===== config.mk =====
export PLATFORM = sky130hd
export DESIGN_NAME = ps2_host_tx
export DESIGN_NICKNAME = d
export VERILOG_FILES = /design/src/rtl/ps2_host_tx.sv
export SDC_FILE = /design/constraint.sdc
export NUM_CORES = 1
export LEC_CHECK = 0
export ABC_AREA = 1
export BUFFER_PORTS_ARGS = -buffer_cell sky130_fd_sc_hd__buf_4
export CAP_MARGIN = 15
export CORE_ASPECT_RATIO = 1.5
export CORE_UTILIZATION = 30
export CTS_CLUSTER_SIZE = 20
export DETAILED_ROUTE_END_ITERATION = 16
export PLACE_DENSITY = 0.49
export SKIP_CTS_REPAIR_TIMING = 1
export SLEW_MARGIN = 20
export SYNTH_ARGS = -nofsm -noshare
export SYNTH_HDL_FRONTEND = slang
export SYNTH_SLANG_ARGS = --single-unit

===== constraint.sdc =====
create_clock -name clk -period 3 [get_ports clk]
set_input_delay 0.3 -clock clk [delete_from_list [all_inputs] [get_ports clk]]
set_output_delay 0.3 -clock clk [all_outputs]
set_load 0.01 [all_outputs]

===== src/rtl/ps2_host_tx.sv =====
// Host-to-device PS/2 command transmitter: inhibit / request-to-send, frame shift-out on
// device clock falls, ACK check with timeout. Drives kclk/kdata open-drain via output enables.
module ps2_host_tx #(
  parameter int unsigned INHIBIT_CYCLES = 5000,
  parameter int unsigned TIMEOUT_CYCLES = 1000000
) (
  input  logic        clk,
  input  logic        rst,
  input  logic [2:0]  a,
  input  logic [31:0] d,
  input  logic        we,
  output logic [31:0] spo,
  output logic        irq,
  output logic        active,
  input  logic        kclk,
  input  logic        kdata,
  output logic        kclk_oe,
  output logic        kdata_oe
);

  typedef enum logic [2:0] {
    IDLE,
    INHIBIT,
    RELEASE,
    SHIFT,
    ACK,
    WAITIDLE,
    DONE
  } state_t;

  localparam logic [31:0] INH_LAST = INHIBIT_CYCLES - 1;
  localparam logic [31:0] INH_PRE  = INHIBIT_CYCLES - 2;
  localparam logic [31:0] TO_LIMIT = TIMEOUT_CYCLES;

  state_t      state_reg;
  logic [7:0]  shift_reg;
  logic [7:0]  byte_reg;
  logic        parity_reg;
  logic [3:0]  bit_cnt_reg;
  logic [31:0] inhibit_cnt_reg;
  logic [31:0] timeout_cnt_reg;
  logic        nack_reg;
  logic        timeout_reg;
  logic        kclk_prev_reg;

  logic [1:0]  pin_raw;
  logic [1:0]  pin_sync;
  logic        kclk_sync;
  logic        kdata_sync;
  logic        fe;
  logic        timed;
  logic        unused_bits;

  assign pin_raw = {kdata, kclk};

  // Both pins idle high, so the synchronizers come out of reset at 1 to avoid a false edge.
  generate
    for (genvar gi = 0; gi < 2; gi++) begin : g_sync
      logic meta_reg;
      logic sync_reg;
      always_ff @(posedge clk or posedge rst) begin
        if (rst) begin
          meta_reg <= 1'b1;
          sync_reg <= 1'b1;
        end else begin
          meta_reg <= pin_raw[gi];
          sync_reg <= meta_reg;
        end
      end
      assign pin_sync[gi] = sync_reg;
    end
  endgenerate

  assign kclk_sync  = pin_sync[0];
  assign kdata_sync = pin_sync[1];

  always_ff @(posedge clk or posedge rst) begin
    if (rst) begin
      kclk_prev_reg <= 1'b1;
    end else begin
      kclk_prev_reg <= kclk_sync;
    end
  end

  assign fe    = kclk_prev_reg & ~kclk_sync;
  assign timed = (state_reg == RELEASE) || (state_reg == SHIFT) ||
                 (state_reg == ACK) || (state_reg == WAITIDLE);

  assign spo         = {active, 21'd0, nack_reg, timeout_reg, byte_reg};
  assign unused_bits = ^d[31:8];

  always_ff @(posedge clk or posedge rst) begin
    if (rst) begin
      state_reg       <= IDLE;
      shift_reg       <= 8'd0;
      byte_reg        <= 8'd0;
      parity_reg      <= 1'b0;
      bit_cnt_reg     <= 4'd0;
      inhibit_cnt_reg <= 32'd0;
      timeout_cnt_reg <= 32'd0;
      nack_reg        <= 1'b0;
      timeout_reg     <= 1'b0;
      kclk_oe         <= 1'b0;
      kdata_oe        <= 1'b0;
      irq             <= 1'b0;
      active          <= 1'b0;
    end else begin
      irq <= 1'b0;
      if (timed && (timeout_cnt_reg == TO_LIMIT)) begin
        // Device went silent: let go of both lines and report.
        timeout_reg <= 1'b1;
        kclk_oe     <= 1'b0;
        kdata_oe    <= 1'b0;
        irq         <= 1'b1;
        state_reg   <= DONE;
      end else begin
        if (timed && (timeout_cnt_reg != 32'hFFFF_FFFF)) begin
          timeout_cnt_reg <= timeout_cnt_reg + 32'd1;
        end
        case (state_reg)
          IDLE: begin
            kclk_oe  <= 1'b0;
            kdata_oe <= 1'b0;
            if (we && (a == 3'd0)) begin
              shift_reg       <= d[7:0];
              byte_reg        <= d[7:0];
              parity_reg      <= ~^d[7:0];
              nack_reg        <= 1'b0;
              timeout_reg     <= 1'b0;
              inhibit_cnt_reg <= 32'd0;
              kclk_oe         <= 1'b1;
              kdata_oe        <= (INHIBIT_CYCLES == 1);
              active          <= 1'b1;
              state_reg       <= INHIBIT;
            end
          end
          INHIBIT: begin
            inhibit_cnt_reg <= inhibit_cnt_reg + 32'd1;
            if (inhibit_cnt_reg == INH_PRE) begin
              kdata_oe <= 1'b1;
            end
            if (inhibit_cnt_reg == INH_LAST) begin
              kclk_oe         <= 1'b0;
              kdata_oe        <= 1'b1;
              timeout_cnt_reg <= 32'd0;
              state_reg       <= RELEASE;
            end
          end
          RELEASE: begin
            bit_cnt_reg <= 4'd0;
            state_reg   <= SHIFT;
          end
          SHIFT: begin
            if (fe) begin
              bit_cnt_reg <= bit_cnt_reg + 4'd1;
              if (bit_cnt_reg <= 4'd7) begin
                kdata_oe  <= ~shift_reg[0];
                shift_reg <= {1'b0, shift_reg[7:1]};
              end else if (bit_cnt_reg == 4'd8) begin
                kdata_oe <= ~parity_reg;
              end else begin
                kdata_oe  <= 1'b0;
                state_reg <= ACK;
              end
            end
          end
          ACK: begin
            if (fe) begin
              nack_reg  <= kdata_sync;
              state_reg <= WAITIDLE;
            end
          end
          WAITIDLE: begin
            // Device may stretch the ACK; finish only once both lines are back to idle.
            if (kclk_sync && kdata_sync) begin
              irq       <= 1'b1;
              state_reg <= DONE;
            end
          end
          DONE: begin
            active    <= 1'b0;
            state_reg <= IDLE;
          end
          default: begin
            kclk_oe   <= 1'b0;
            kdata_oe  <= 1'b0;
            active    <= 1'b0;
            state_reg <= IDLE;
          end
        endcase
      end
    end
  end

endmodule


# Word level (Yosys, flattened, before mapping)
# Index checks and enable logic that the tools add are counted.
[classes]
add_sub_neg = 3
n_lt_le_gt_ge = 1
n_eq_ne = 25
n_mux = 41
bitwise_logic = 6
n_reduce_logical = 29
[op_table]
columns = ["op", "count"]
rows = [
  ["2-to-1 mux 32 bit", 4],
  ["adder 32 x 1 -> 32 bit, second input constant", 2],
  ["== test 32 x 13 -> 1 bit, second input constant", 2],
  ["one-hot mux 32 bit (2 select lines)", 1],
  ["== test 32 x 20 -> 1 bit, second input constant", 1],
  ["!= test 32 bit, second input constant", 1],
  ["2-to-1 mux 3 bit", 8],
  ["2-to-1 mux 8 bit", 3],
  ["one-hot mux 3 bit (6 select lines)", 1],
  ["2-to-1 mux 1 bit", 17],
  ["one-hot mux 8 bit (2 select lines)", 1],
  ["AND reduction 3 bit", 5],
  ["!= test 3 bit, second input constant", 4],
  ["nonzero test 2 bit", 6],
  ["OR reduction 5 bit", 2],
  ["== test 3 bit, second input constant", 3],
  ["one-hot mux 4 bit (2 select lines)", 1],
  ["XNOR reduction 8 bit", 1],
  ["AND reduction 7 bit", 1],
  ["== test 3 x 2 -> 1 bit, second input constant", 2],
  ["logical NOT 3 bit", 2],
  ["!= test 2 x 1 -> 1 bit, second input constant", 3],
  ["!= test 2 bit, second input constant", 3],
  ["!= test 3 x 2 -> 1 bit, second input constant", 2],
  ["other kinds (17)", 29],
]
[totals]
register_bits = 99
in_bits = 40
wordCells = 123

# Logic depth before layout (Yosys ltp)
# Gate-level depths: netlist of the first run.
[logic_depth]
ltp_word = 8
mapped_depth = 13
depth_no_buf = 12

# Least setup slack after synthesis of the first run
# No wires, ideal clock.
[synth_timing]
path_kind = "register -> register"
from = "reg timeout_cnt_reg[0]"
to = "reg timeout_cnt_reg[6]"
setup_time_ns = 0.087
arrival_ns = 1.572
slack_ns = 1.341
path_stages_with_launch = 12
path_buffers = 2
period_less_slack_ns = 1.659
cell_sequence = "dfrtp_1 -> ha_1 -> nand2_1 -> nor2_2 -> nand2_4 -> nor2_8 -> nand2_4 -> nand2_4 -> buf_6 -> buf_8 -> nand2_1 -> a22oi_1"
[synth_between]
elab_chain_cells = 5
word_cells_on_any_way = 8
cone_classes = "1 x add/sub; 2 x eq/ne; 3 x mux; 2 x reduce/logical"
[synth_lines]
columns = ["item", "line", "source"]
rows = [
  ["start, declared", "41", "logic [31:0] timeout_cnt_reg;"],
  ["start signal, assigned", "118", "timeout_cnt_reg <= timeout_cnt_reg + 32'd1;"],
  ["branches (longest 5 deep; another with adder 32 x 1 -> 32 bit)", "-", ""],
]
# Several ways; the timed one is not identified.
# A chain may end at the register's enable or synchronous reset.

# Worst setup path in the final report of the first run
[layout_timing]
from = "reg state_reg[2]"
to = "reg shift_reg[2]"
[layout_between]
elab_chain_cells = 7
word_cells_on_any_way = 16
cone_classes = "7 x eq/ne; 1 x mux; 1 x bitwise; 7 x reduce/logical"
[layout_lines]
columns = ["item", "line", "source"]
rows = [
  ["start, declared", "35", "state_t state_reg;"],
  ["start signal, assigned", "94", "state_reg <= IDLE;"],
  ["start signal, assigned", "115", "state_reg <= DONE;"],
  ["start signal, assigned", "134", "state_reg <= INHIBIT;"],
  ["== test 3 x 2 -> 1 bit, on equally long branches", "86, 120", ""],
  ["logical OR 1 bit (2 in series)", "86", "assign timed = (state_reg == RELEASE) || (state_reg == SHIFT) ||"],
  ["logical OR 1 bit", "87", "(state_reg == ACK) || (state_reg == WAITIDLE);"],
  ["logical AND 1 bit", "109", "if (timed && (timeout_cnt_reg == TO_LIMIT)) begin"],
  ["NOT 1 bit (no source line)", "-", ""],
  ["AND reduction 5 bit (no source line)", "-", ""],
  ["end signal, assigned", "125", "shift_reg <= d[7:0];"],
  ["end signal, assigned", "158", "shift_reg <= {1'b0, shift_reg[7:1]};"],
  ["end, declared", "36", "logic [7:0] shift_reg;"],
]
# Several ways; a longest one is shown, not always the timed one.

==> impl_results.md, run 1 <==
* Fin. max-slew vios at 0
* Clock root buffer: clkbuf_16
* Synth Register Bits at 99
* Most frequent cells in the layout: 287 x nand2_1, 138 x nor2_1, 94 x inv_1, 94 x dfrtp_1, 62 x nand3_1
* Hpwl dp at 13500 um
* Worst-margin pin slew at 0.603 ns
* Pwr Total at 5.16 mW
* H-tree levels at 3
* Slew headroom at 59.8%
* Worst setup EP type: flip-flop
* Final worst-path cycle share at 71.6%
* CTS buffer count at 9
* Worst-Skew Late Latency at 0.36 ns
* Die area at 22300 um2
* Initial Util at 30.8%
* Final setup fails at 0
* Netlist cell types at 42
* Ys async rst share at 100%
* I/O Pins at 76
* Row count at 65
* RePlAce Congestion at 0.874
* First-pass GRT wire length at 29600 um
* Via Count at 5804
* Vias in the first global route at 5788
* Worst setup path endpoint: shift_reg[2]
* Worst hold slack at -0.0338 ns
* Area contributors post-synth: dfrtp_1 36%, nand2_1 17%, nor2_1 8.0%, inv_1 5.5%, nand3_1 4.8%
* Minimum clock period at 2.15 ns
* Hold crit path type: input port to async pin
* Mapped cell area at 6510 um2
* Final net count at 1015
* Synth top area share at 36.1%
* Number of synthesized flops with an enable pin at 0
* Die Wd at 122 um
* Initial DRC Count at 343
* Slack of the worst reg-to-reg path at 0.85 ns
* Worst setup path start: state_reg[2]
* Die H at 182 um
* Final instance area at 7230 um2
* Clk sinks at 99
* Worst-path fanout max at 13
* Final WL at 17600 um
* RSZ-0062 raised after global routing: false
* Drt drc at 0
* Average size of a mapped cell at 6.91 um2
* R2R Path End: shift_reg[2]
* Register area share after synthesis at 38.1%
* All-Layer GR Usage at 17.1%
* CTS tree: done
* Max_cap viols at 0
* Ys Warns at 0
* CP Data Required Time at 3.25 ns
* DRT antenna net count at 0
* Setup TNS at 0 ns
* N_diodes at 0
* Top FF cell, synth: dfrtp_1
* Vias per cell at 4.67
* Drt first pass iters at 4
* Peak Freq at 466 MHz
* IR drop worst, VDD at 0.323 mV
* Core area at 21100 um2
* Layout area overhead at 11.0%
* Placed Area at 6920 um2
* Startpoint types: flip-flop
* Synth area leader: dfrtp_1
* Worst Reg-to-Reg Cells at 9
* Power density cells at 713 nW/um2
* FF-to-FF Start: state_reg[2]
* Clock buffer depth at 2
* Worst EP arrival at 2.40 ns
* Violated checks: hold timing
* Pin count of the biggest net entering global routing at 65
* Setup Skew at 0.0128 ns
* Clk slew on worst S/H paths at 0.08 ns
* Port bufs at 30
* Commonest non-fill, non-tap cell in the layout: nand2_1
* Crit Path Category: flip-flop to flip-flop
* Leakage at 3.35 nW
* Share of post-route cells with drive strength above 1 at 8.62%
* Initial antenna violation count at 0
* Fillers at 2324
* Routed len/inst at 14.2 um
* Final Hold Fails at 19
* Syn Inst Count at 943
* Total grt overflow at 0
* Status: finished, violations left
==> worst min-delay path by stage <==
stage,from,endpoint,slack [ns],cells past startpoint
6_report,rst,timeout_cnt_reg[28],-0.03,2
5_1_grt,rst,timeout_cnt_reg[28],0.01,2
4_1_cts,rst,timeout_cnt_reg[28],-0.009,2
3_5_place_dp,g_sync[0].meta_reg,g_sync[0].sync_reg,0.35,0
3_3_place_gp,g_sync[1].meta_reg,g_sync[1].sync_reg,0.35,0
2_1_floorplan,kclk,g_sync[0].meta_reg,0.30,0
==> cell families after synthesis <==
family | share of synthesized area, %
simple gates | 36.8
other cells | 0.0576
buf+inv | 10.2
fa+ha+maj | 1.15
flops | 38.1
xor+xnor | 5.24
compound gates | 8.40
==> synth_stat cells, types with 4 or more instances <==
master    count
dfrtp_1      94
nor2_4        4
nor2_2        6
nand3_1      62
dfstp_2       5
inv_1        95
nor2_1      138
nand4_1      14
o21ai_1       5
nor3_1       26
xor2_1       30
clkbuf_1      4
o22ai_1       9
nand2_2       7
nand2_1     287
buf_2         8
buf_4        25
a21oi_1      23
nand3b_1      5
a22oi_1       4
ha_1          6
xnor2_1       9
o21ai_0      46
==> worst max-delay path, cell delays in order (launching register included) <==
cell     delay (ns)
dfrtp_1        0.55
inv_1          0.15
nand2_1        0.14
nand2_2        0.15
nand3_1        0.43
nand2_1        0.12
inv_2          0.18
nand2_2        0.15
nand2_1        0.10
nand2_1        0.05
==> area by class of cell <==
cell class / count / area, um2 / share of cell area [%]
well taps: 268 / 335 / 4.64
clock buffers: 10 / 229 / 3.17
flip-flops and latches: 99 / 2480 / 34.4
clock inverters: 6 / 82.6 / 1.14
multi-input cells: 724 / 3440 / 47.6
repair buffers: 36 / 283 / 3.91
inverters: 99 / 374 / 5.18
==> routing by layer <==
metal	global-route usage (%)	part of all wire, %	up-vias
met5	0	0	-
met4	6.98	3.1	0
met3	2.50	2.1	30
met2	31.3	53	89
met1	19.4	42	2683
li1	-	-	3002
==> report_power, final <==
part,switching [mW],internal [mW]
clock,0.564,0.667
combinational,1.29,0.657
sequential,0.320,1.66
total,2.17,2.98
==> metrics by stage <==
| step | setup slack (ns) | instances | utilization (%) | hold slack [ns] |
|---|---|---|---|---|
| CTS | 0.809 | 1242 | 34.2 | -0.00889 |
| detailed placement | 0.811 | 1226 | 32.7 | 0.348 |
| global route | 0.599 | 1242 | 34.2 | 0.0100 |
| global placement | 0.832 | 1226 | 32.7 | 0.346 |
| floorplan | 0.118 | 963 | - | 0.304 |
| finish | 0.852 | 1242 | 34.2 | -0.0338 |
Note: power is estimated with default switching activity, not from simulation.
==> run 2, diff against run 1 <==
==> constraint.sdc (replaced) <==
create_clock -name clk -period 1.9 [get_ports clk]
set_input_delay 0.19 -clock clk [delete_from_list [all_inputs] [get_ports clk]]
set_output_delay 0.19 -clock clk [all_outputs]
set_load 0.01 [all_outputs]
==> run 2 against run 1 <==
  * The run now ends clean
  * First-iteration DRC count shrank 1.2%
  * Worst hold slack gained 0.093 ns
  * Clock power grew 54%
  * Largest cell class unchanged
  * Largest power group is now combinational logic
  * Highest routed layer unchanged
==> impl_results.md, run 2 (synthesis gave the netlist of run 1 again) <==
* Status: complete, no violations (was finished, violations left)
* Final worst slack at 0.148 ns (was 0.852 ns)
* N_diodes at 0 (unchanged)
* CP Cell Sequence: ha_2, nand2_2, nor2_2, nand2_2, nand3b_1, nor2_1, nand2_1, nand3_1, o21ai_0 (was inv_1, nand2_1, nand2_2, nand3_1, nand2_1, inv_2, nand2_2, nand2_1, nand2_1)
* Max stage delay on crit path at 0.41 ns (was 0.55 ns)
* DRT antenna net count at 0 (unchanged)
* Fin. max-slew vios at 0 (unchanged)
* Leakage at 3.66 nW (was 3.35 nW)
* Worst EP arrival at 1.99 ns (was 2.40 ns)
* Drt first pass iters at 4 (unchanged)
* RePlAce Congestion at 0.903 (was 0.874)
* Final Hold Fails at 0 (was 19)
* Clk sinks at 99 (unchanged)
* Vias per cell at 4.71 (was 4.67)
* Slew headroom at 60.9% (was 59.8%)
* First-pass GRT wire length at 31400 um (was 29600 um)
* Worst setup EP type: flip-flop (unchanged)
* Final setup fails at 0 (unchanged)
* Worst Reg-to-Reg Cells at 9 (unchanged)
* Area of the multi-input gates at 3510 um2 (was 3440 um2)
* H-tree levels at 3 (unchanged)
* Global routing's busiest layer: met2 (unchanged)
* Post-place setup slack at 0.0447 ns (was 0.811 ns)
* Worst-margin pin slew at 0.586 ns (was 0.603 ns)
* Setup TNS at 0 ns (unchanged)
* GR Util met2 at 33.4% (was 31.3%)
* Worst hold slack at 0.0588 ns (was -0.0338 ns)
* Hold Path Stages at 3
* Pwr Total at 8.66 mW (was 5.16 mW)
* Clock buffer depth at 2 (unchanged)
* Routed len/inst at 14.4 um (was 14.2 um)
* Fillers at 2311 (was 2324)
* Hpwl dp at 14700 um (was 13500 um)
* Clock root buffer: clkbuf_16 (unchanged)
* Initial antenna violation count at 0 (unchanged)
* CTS buffer count at 9 (unchanged)
* Startpoint types: flip-flop (unchanged)
* Final WL at 18700 um (was 17600 um)
* Die Wd at 122 um (unchanged)
* Slowest cell on the critical path: dfrtp_1 (unchanged)
* Port bufs at 30 (unchanged)
* Initial DRC Count at 339 (was 343)
* Pin count of the biggest net entering global routing at 37 (was 65)
* I/O Pins at 76 (unchanged)
* Worst-Skew Late Latency at 0.37 ns (was 0.36 ns)
* Setup Skew at 0.0152 ns (was 0.0128 ns)
* Most frequent cells in the layout: 282 x nand2_1, 134 x nor2_1, 94 x inv_1, 90 x dfrtp_1, 88 x buf_4 (was 287 x nand2_1, 138 x nor2_1, 94 x inv_1, 94 x dfrtp_1, 62 x nand3_1)
* All-Layer GR Usage at 18.2% (was 17.1%)
* Met3 usage at 2.34% (was 2.50%)
* Layout area overhead at 19.9% (was 11.0%)
* Minimum clock period at 1.75 ns (was 2.15 ns)
* Slack of the worst reg-to-reg path at 0.15 ns (was 0.85 ns)
* Drt drc at 0 (unchanged)
* FF-to-FF Start: inhibit_cnt_reg[1] (was state_reg[2])
* Final net count at 1076 (was 1015)
* Commonest non-fill, non-tap cell in the layout: nand2_1 (unchanged)
* IR drop worst, VDD at 0.716 mV (was 0.323 mV)
* Final worst-path cycle share at 92.2% (was 71.6%)
* Row count at 65 (unchanged)
* Worst-path fanout max at 4 (was 13)
* Hold Path End: byte_reg[2]
* Initial Util at 30.8% (unchanged)
* HP Start: d[2]
* CTS tree: done (unchanged)
* Die H at 182 um (unchanged)
* Hold crit path type: input port to flip-flop (was input port to async pin)
* Total grt overflow at 0 (unchanged)
* Via Count at 6134 (was 5804)
* Core area at 21100 um2 (unchanged)
* CP Data Required Time at 2.14 ns (was 3.25 ns)
* Top cell by count, worst path: nand2_2 (was nand2_1)
* Clk slew on worst S/H paths at 0.08 ns (about the same)
* Met1 Use GR at 19.8% (was 19.4%)
* FF/Latch Area at 2490 um2 (was 2480 um2)
* Peak Freq at 571 MHz (was 466 MHz)
* Die area at 22300 um2 (unchanged)
* Crit Path Category: flip-flop to flip-flop (unchanged)
* Share of post-route cells with drive strength above 1 at 15.6% (was 8.62%)
* Power density cells at 1110 nW/um2 (was 713 nW/um2)
* R2R Path End: inhibit_cnt_reg[30] (was shift_reg[2])
* Vias in the first global route at 6300 (was 5788)
* Max_cap viols at 0 (unchanged)
## run 2: per-stage QoR
step	util, %	cell area (um2)	instances
after floorplan	-	6590	963
after global placement	35.0	7400	1282
after detailed placement	35.0	7400	1282
after CTS	36.4	7690	1298
after global routing	36.9	7810	1303
final	36.9	7810	1303
## run 2: worst max path at each step
stage,endpoint,startpoint
after floorplan,timeout_cnt_reg[6],timeout_cnt_reg[0]
after global placement,state_reg[2],timeout_cnt_reg[28]
after detailed placement,timeout_cnt_reg[4],inhibit_cnt_reg[16]
after CTS,state_reg[2],timeout_cnt_reg[28]
after global routing,state_reg[2],inhibit_cnt_reg[1]
final,inhibit_cnt_reg[30],inhibit_cnt_reg[1]
## run 2: per-layer routing
| metal | vias up | wire length, um |
|---|---|---|
| met1 | 2865 | 7450 |
| met2 | 102 | 10000 |
| li1 | 3125 | - |
| met4 | 0 | 836 |
| met3 | 42 | 404 |
| met5 | - | 0 |
## run 2: final cells by class
type | instances | share of cell area (%)
Sequential cell | 99 | 31.9
Timing Repair Buffer | 97 | 10.4
Multi-Input combinational cell | 724 | 44.9
Clock inverter | 6 | 0.689
Clock buffer | 10 | 3.06
Tap cell | 268 | 4.29
Inverter | 99 | 4.81
## run 2: worst max-delay path: cells and delay by family (launching register included)
kind	cells	cell delay (ns)
simple gates	7	0.93
flops	1	0.41
fa+ha+maj	1	0.21
compound gates	1	0.07
## run 2: power breakdown
group          internal (mW)  total [mW]  switching (mW)  leakage [nW]
clock network          0.952        1.89           0.939         0.142
registers               2.63        3.10           0.471          1.30
logic                   1.44        3.68            2.24          2.22
